**src/rtl/play_pkg.sv**
```systemverilog
// play_pkg: shared FSM state, MODE status codes and track-target types for play_select_ctrl
//   state_t : IDLE / SWITCH / PLAY
//   MODE_*  : status codes driven on play_select_ctrl.MODE
//   tgt_t   : latched track target (TGT_BA is also the cleared value)
package play_pkg;
    typedef enum logic [1:0] {
        IDLE   = 2'd0,
        SWITCH = 2'd1,
        PLAY   = 2'd2
    } state_t;

    typedef enum logic {
        TGT_BA = 1'b0,
        TGT_SK = 1'b1
    } tgt_t;

    localparam logic [1:0] MODE_IDLE   = 2'd0;
    localparam logic [1:0] MODE_SWITCH = 2'd1;
    localparam logic [1:0] MODE_PLAY   = 2'd2;
endpackage

```
**src/rtl/key_debounce.sv**
```systemverilog
// key_debounce: 2-FF synchroniser plus counter debouncer for one push-button
//   CLK, RST : clock, asynchronous active-high reset
//   raw_i    : raw button level, asynchronous to CLK
//   level_o  : debounced level
//   press_o  : one-cycle pulse in the cycle the debounced level rises
module key_debounce #(
    parameter int DB_CYC = 1000000
) (
    input  logic CLK,
    input  logic RST,
    input  logic raw_i,
    output logic level_o,
    output logic press_o
);
    localparam int CW = $clog2(DB_CYC + 1);
    localparam logic [CW-1:0] CNT_LAST = CW'(DB_CYC - 1);

    logic          s1_q, s2_q, level_q, press_q;
    logic [CW-1:0] cnt_q, cnt_d;
    logic          flip;

    // The edge that completes DB_CYC consecutive mismatching cycles flips the level.
    assign flip  = (s2_q != level_q) && (cnt_q == CNT_LAST);
    assign cnt_d = (s2_q == level_q || flip) ? '0 : cnt_q + 1'b1;

    always_ff @(posedge CLK or posedge RST) begin
        if (RST) begin
            s1_q    <= 1'b0;
            s2_q    <= 1'b0;
            cnt_q   <= '0;
            level_q <= 1'b0;
            press_q <= 1'b0;
        end else begin
            s1_q    <= raw_i;
            s2_q    <= s1_q;
            cnt_q   <= cnt_d;
            level_q <= level_q ^ flip;
            press_q <= flip & ~level_q;
        end
    end

    assign level_o = level_q;
    assign press_o = press_q;
endmodule

```
**src/rtl/play_select_ctrl.sv**
```systemverilog
// play_select_ctrl: debounced key control of blanking, one-hot track select and player restart
//   CLK, RST                 : clock, asynchronous active-high reset
//   KEY_BA, KEY_SK, KEY_STOP : raw active-high buttons, asynchronous to CLK
//   EN                       : blank request (1 = mute and black)
//   badapple, sakura         : one-hot track select, 00 while blanking
//   PLAY_RST                 : one-cycle restart pulse on the first PLAY cycle
//   MODE                     : 0 idle, 1 switching, 2 playing
module play_select_ctrl
    import play_pkg::*;
#(
    parameter int DB_CYC    = 1000000,
    parameter int BLANK_CYC = 5000000
) (
    input  logic       CLK,
    input  logic       RST,
    input  logic       KEY_BA,
    input  logic       KEY_SK,
    input  logic       KEY_STOP,
    output logic       EN,
    output logic       badapple,
    output logic       sakura,
    output logic       PLAY_RST,
    output logic [1:0] MODE
);
    localparam int BW = $clog2(BLANK_CYC);
    localparam logic [BW-1:0] BLANK_LAST = BW'(BLANK_CYC - 1);

    logic          ba_ev, sk_ev, stop_ev;
    logic          ba_lvl, sk_lvl, stop_lvl;
    logic          unused_lvl;
    state_t        state_q, state_d;
    tgt_t          tgt_q, tgt_d;
    logic [BW-1:0] cnt_q, cnt_d;
    logic          en_q, ba_q, sk_q, prst_q;
    logic [1:0]    mode_q;

    key_debounce #(.DB_CYC(DB_CYC)) u_ba (
        .CLK(CLK), .RST(RST), .raw_i(KEY_BA), .level_o(ba_lvl), .press_o(ba_ev)
    );
    key_debounce #(.DB_CYC(DB_CYC)) u_sk (
        .CLK(CLK), .RST(RST), .raw_i(KEY_SK), .level_o(sk_lvl), .press_o(sk_ev)
    );
    key_debounce #(.DB_CYC(DB_CYC)) u_stop (
        .CLK(CLK), .RST(RST), .raw_i(KEY_STOP), .level_o(stop_lvl), .press_o(stop_ev)
    );

    assign unused_lvl = ^{ba_lvl, sk_lvl, stop_lvl};

    // STOP beats any track press; SK beats BA; any track press (re)starts blanking.
    always_comb begin
        state_d = state_q;
        tgt_d   = tgt_q;
        cnt_d   = cnt_q;
        if (stop_ev) begin
            state_d = IDLE;
            tgt_d   = TGT_BA;
            cnt_d   = '0;
        end else if (sk_ev || ba_ev) begin
            state_d = SWITCH;
            tgt_d   = sk_ev ? TGT_SK : TGT_BA;
            cnt_d   = '0;
        end else if (state_q == SWITCH) begin
            if (cnt_q == BLANK_LAST) state_d = PLAY;
            else cnt_d = cnt_q + 1'b1;
        end
    end

    // Outputs are registered from the next state so select and EN change on the same edge.
    always_ff @(posedge CLK or posedge RST) begin
        if (RST) begin
            state_q <= IDLE;
            tgt_q   <= TGT_BA;
            cnt_q   <= '0;
            en_q    <= 1'b1;
            ba_q    <= 1'b0;
            sk_q    <= 1'b0;
            prst_q  <= 1'b0;
            mode_q  <= MODE_IDLE;
        end else begin
            state_q <= state_d;
            tgt_q   <= tgt_d;
            cnt_q   <= cnt_d;
            en_q    <= state_d != PLAY;
            ba_q    <= state_d == PLAY && tgt_d == TGT_BA;
            sk_q    <= state_d == PLAY && tgt_d == TGT_SK;
            prst_q  <= state_d == PLAY && state_q == SWITCH;
            mode_q  <= state_d == PLAY ? MODE_PLAY : state_d == SWITCH ? MODE_SWITCH : MODE_IDLE;
        end
    end

    assign EN       = en_q;
    assign badapple = ba_q;
    assign sakura   = sk_q;
    assign PLAY_RST = prst_q;
    assign MODE     = mode_q;
endmodule

```
**config.mk**
```make
export PLATFORM = sky130hd
export DESIGN_NAME = play_select_ctrl
export DESIGN_NICKNAME = d
export VERILOG_FILES = /design/src/rtl/play_pkg.sv /design/src/rtl/key_debounce.sv /design/src/rtl/play_select_ctrl.sv
export SDC_FILE = /design/constraint.sdc
export NUM_CORES = 1
export LEC_CHECK = 0
export ABC_AREA = 0
export BUFFER_PORTS_ARGS = -buffer_cell sky130_fd_sc_hd__buf_4
export CAP_MARGIN = 20
export CELL_PAD_IN_SITES_DETAIL_PLACEMENT = 1
export CELL_PAD_IN_SITES_GLOBAL_PLACEMENT = 1
export CORE_MARGIN = 5
export CORE_UTILIZATION = 45
export CTS_CLUSTER_DIAMETER = 120
export DETAILED_ROUTE_END_ITERATION = 10
export HOLD_SLACK_MARGIN = 0.03
export PLACE_DENSITY = 0.69
export SYNTH_ARGS = -nofsm -noshare
export SYNTH_HDL_FRONTEND = slang
export SYNTH_SLANG_ARGS = --single-unit
```
**constraint.sdc**
```tcl
create_clock -name CLK -period 4.2 [get_ports CLK]
set_input_delay 0 -clock CLK [delete_from_list [all_inputs] [get_ports CLK]]
set_output_delay 0 -clock CLK [all_outputs]
set_load 0.05 [all_outputs]
```
==> out/metrics.csv <==
stage,metric,value,unit
run_status,status,"finished, final reports clean",
layout,antenna cells,0,
sta,Worst Skew,0.00807,ns
floorplanning,die width,115,um
logic_synthesis,Post-Syn Nets,491,
logic_synthesis,cell area after synthesis,4930,um^2
floorplanning,Die Span Y,115,um
floorplanning,# rows,38,
logic_synthesis,compound-gate portion of the synthesized area,4.82,%
sta,Fmax,389,MHz
logic_synthesis,Syn Inst Count,482,
placed_design,cell area reported after detailed placement,5110,um^2
logic_synthesis,ys async rst share,100,%
setup_path,startpoint class of the critical path,flop,
logic_synthesis,"EDFF count, synth",0,
sta,period utilization,61.2,%
placed_design,placer congestion estimate,0.780,
drt,DRC Markers,0,
floorplanning,CORE AREA,10800,um^2
layout,"commonest non-fill, non-tap cell in the layout",dfrtp_1,
setup_path,Setup crit end kind,flop,
sta,Worst-Margin Slew,1.05,ns
cts,setup repair bufs after CTS,0,
placed_design,post-DP HPWL,6960,um
logic_synthesis,XOR/XNOR Fraction of Synth Area,11.7,%
sta,slew margin rel.,30.1,%
sta,hold slack,0.116,ns
setup_path,RR Startpoint,cnt_q[0],
placed_design,I/O Buffers,10,
cts,TritonCTS clock tree,done,
power_and_ir_drop,PD cells,315,nW/um^2
logic_synthesis,register area share after synthesis,52.8,%
logic_synthesis,Synth Warn #,0,
global_routing,initial antenna violation count,0,
global_routing,largest net degree at the start of global routing,83,
layout,Layout area overhead,8.91,%
layout,Final nets,506,
logic_synthesis,largest family of logic cells by synthesized area,simple AND/OR/NAND/NOR gates,
sta,final setup vio count,0,
cts,total CTS buffers,9,
drt,final wirelength,10300,um
setup_path,Setup CP Type,reg2reg,
layout,"commonest cells after routing, fill and taps aside","103 x dfrtp_1, 80 x nor2_1, 40 x xor2_1",
floorplanning,die footprint,13100,um^2
logic_synthesis,Cell variety after synth,51,
power_and_ir_drop,Max VDD drop,247,uV
sta,Final Hold Vio Count,0,
cts,Clock transition at path regs,0.10,ns
logic_synthesis,synthesized flop and latch total,104,
global_routing,vias in the first global route,3696,
global_routing,Tot GR Track Use,17.0,%
sta,final setup TNS,0,ns
cts,maximum buffer depth of the clock tree,2,
drt,DRT iter0 DRCs,175,
power_and_ir_drop,leakage power,0.00228,uW
drt,Final ANT Viol Nets,0,
logic_synthesis,multiplexer share of the synthesized area,1.09,%
setup_path,Critical Path Start,cnt_q[0],
logic_synthesis,syn avg cell area,10.2,um^2
sta,RSZ-0062 raised after global routing,false,
global_routing,grt total ovfl,0,
min_path,Hold/Removal Path Class,in2async,
logic_synthesis,adder-cell area share of the yosys netlist,1.02,%
flow_run,max-cap violations,0,
drt,drt wl/cell,16.0,um
drt,drt via density,5.51,
drt,TritonRoute pass-1 iters,4,
sta,final count of pins violating max slew,0,
layout,layout cells sized above 1,9.58,%
setup_path,WP data arrival,2.78,ns
cts,later-pin clock latency in the skew report,0.38,ns
global_routing,first-pass GRT wire length,17700,um
cts,root buf cell,clkbuf_8,
layout,Final Instance Area,5370,um^2
setup_path,WP data required,4.42,ns
logic_synthesis,Synth Area in Simple Gates,26.2,%
floorplanning,# IOs,11,
floorplanning,Initial Util,45.7,%
sta,minimum clock period,2.57,ns
cts,CTS Hold Buffers Added,4,
cts,Clock Sinks,104,
cts,# resized after CTS,0,
cts,H-tree depth,3,
setup_path,CP max FO,26,
drt,Vias,3530,
logic_synthesis,"Primary FF master, synth",dfrtp_1,
worst paths after layout:
kind	to	slack (ns)	depth (start not counted)
worst max-delay path	cnt_q[17]	1.63	6
worst min-delay path	u_ba.cnt_q[13]	0.12	3
worst max register to register	cnt_q[17]	1.63	6
worst min register to register	u_sk.s2_q	0.36	0
max in group asynchronous	cnt_q[14]	3.11	5
min in group CLK	u_stop.s1_q	0.27	2
state kept, by name (all words and copies together) (netlist names), 2 cells and up, named ones only:
name and cells:
u_stop.cnt_q 20, cnt_q 23, u_ba.cnt_q 20, MODE 2, u_sk.cnt_q 20, state_q 2
cells in the mapped netlist (2+ instances only):
cell type  instances  area (um^2)
a21oi_1           10         50.1
a21oi_2            6         52.6
and2_1             3         18.8
and3_1            12         75.1
and4_1             4         35.0
and4b_1            3         30.0
buf_1              2         7.51
buf_2              2         10.0
clkbuf_1           5         18.8
dfrtp_1          103         2580
ha_1               4         50.1
inv_1             11         41.3
mux2_2             3         33.8
mux2i_1            2         20.0
nand2_1           31          116
nand2_2            2         12.5
nand2b_1           4         25.0
nand3_1           35          175
nand3b_1           2         15.0
nand4_1           17          106
nor2_1            80          300
nor3_1            13         65.1
nor3b_1            3         22.5
nor4_1            11         68.8
nor4b_1            4         35.0
nor4bb_1           2         20.0
o21a_1             2         15.0
o21ai_1            4         20.0
o21ai_2            3         26.3
o31ai_1            4         30.0
or3_1              8         50.1
or4_1              6         45.0
xnor2_1           24          210
xor2_1            40          350
layout make-up:
cell class | instances | area, um^2
fill | 1195 | 5420
sequential | 104 | 2600
multi-input combinational | 355 | 2210
tap | 140 | 175
timing repair buffer | 16 | 150
clock buffer | 11 | 131
clock inverter | 4 | 55.1
inverter | 11 | 43.8
critical path, stage by stage, from the launching register on:
cell and delay, ns:
dfrtp_1 0.44, ha_1 0.23, nand4_2 0.17, or2_1 0.35, o31ai_4 0.91, or4_1 0.24, a21oi_1 0.06
power breakdown:
group	internal [uW]	leakage (uW)	switching, uW
combinational	17.1	0.000763	35.9
sequential	1010	0.00143	8.84
clock	276	0.0000900	345
total	1300	0.00228	389
routing by layer:
layer / share of wire, % / vias to the layer above / track usage [%]
met5: 0 / - / 0
met4: 0.87 / 0 / 4.83
met3: 2.9 / 9 / 4.76
met2: 50 / 31 / 28.7
met1: 46 / 1780 / 21.3
li1: - / 1710 / -
per-stage QoR:
| step | instances | total power (uW) | util [%] | worst slack (ns) |
|---|---|---|---|---|
| finish | 641 | 1690 | 49.7 | 1.63 |
| global placement | 621 | 1090 | 47.4 | 1.76 |
| global route | 641 | 1780 | 49.7 | 1.43 |
| floorplan | 482 | 1070 | - | 1.47 |
| CTS | 640 | 1730 | 49.5 | 1.60 |
| detailed placement | 621 | 1090 | 47.4 | 1.62 |
kinds of logic after synthesis:
logic type      count (synthesis)
compound gates                 33
xor+xnor                       65
fa+ha+maj                       4
buf+inv                        23
flops                         104
mux                             5
simple gates                  248
No activity file was read; power rests on OpenSTA's default activity.
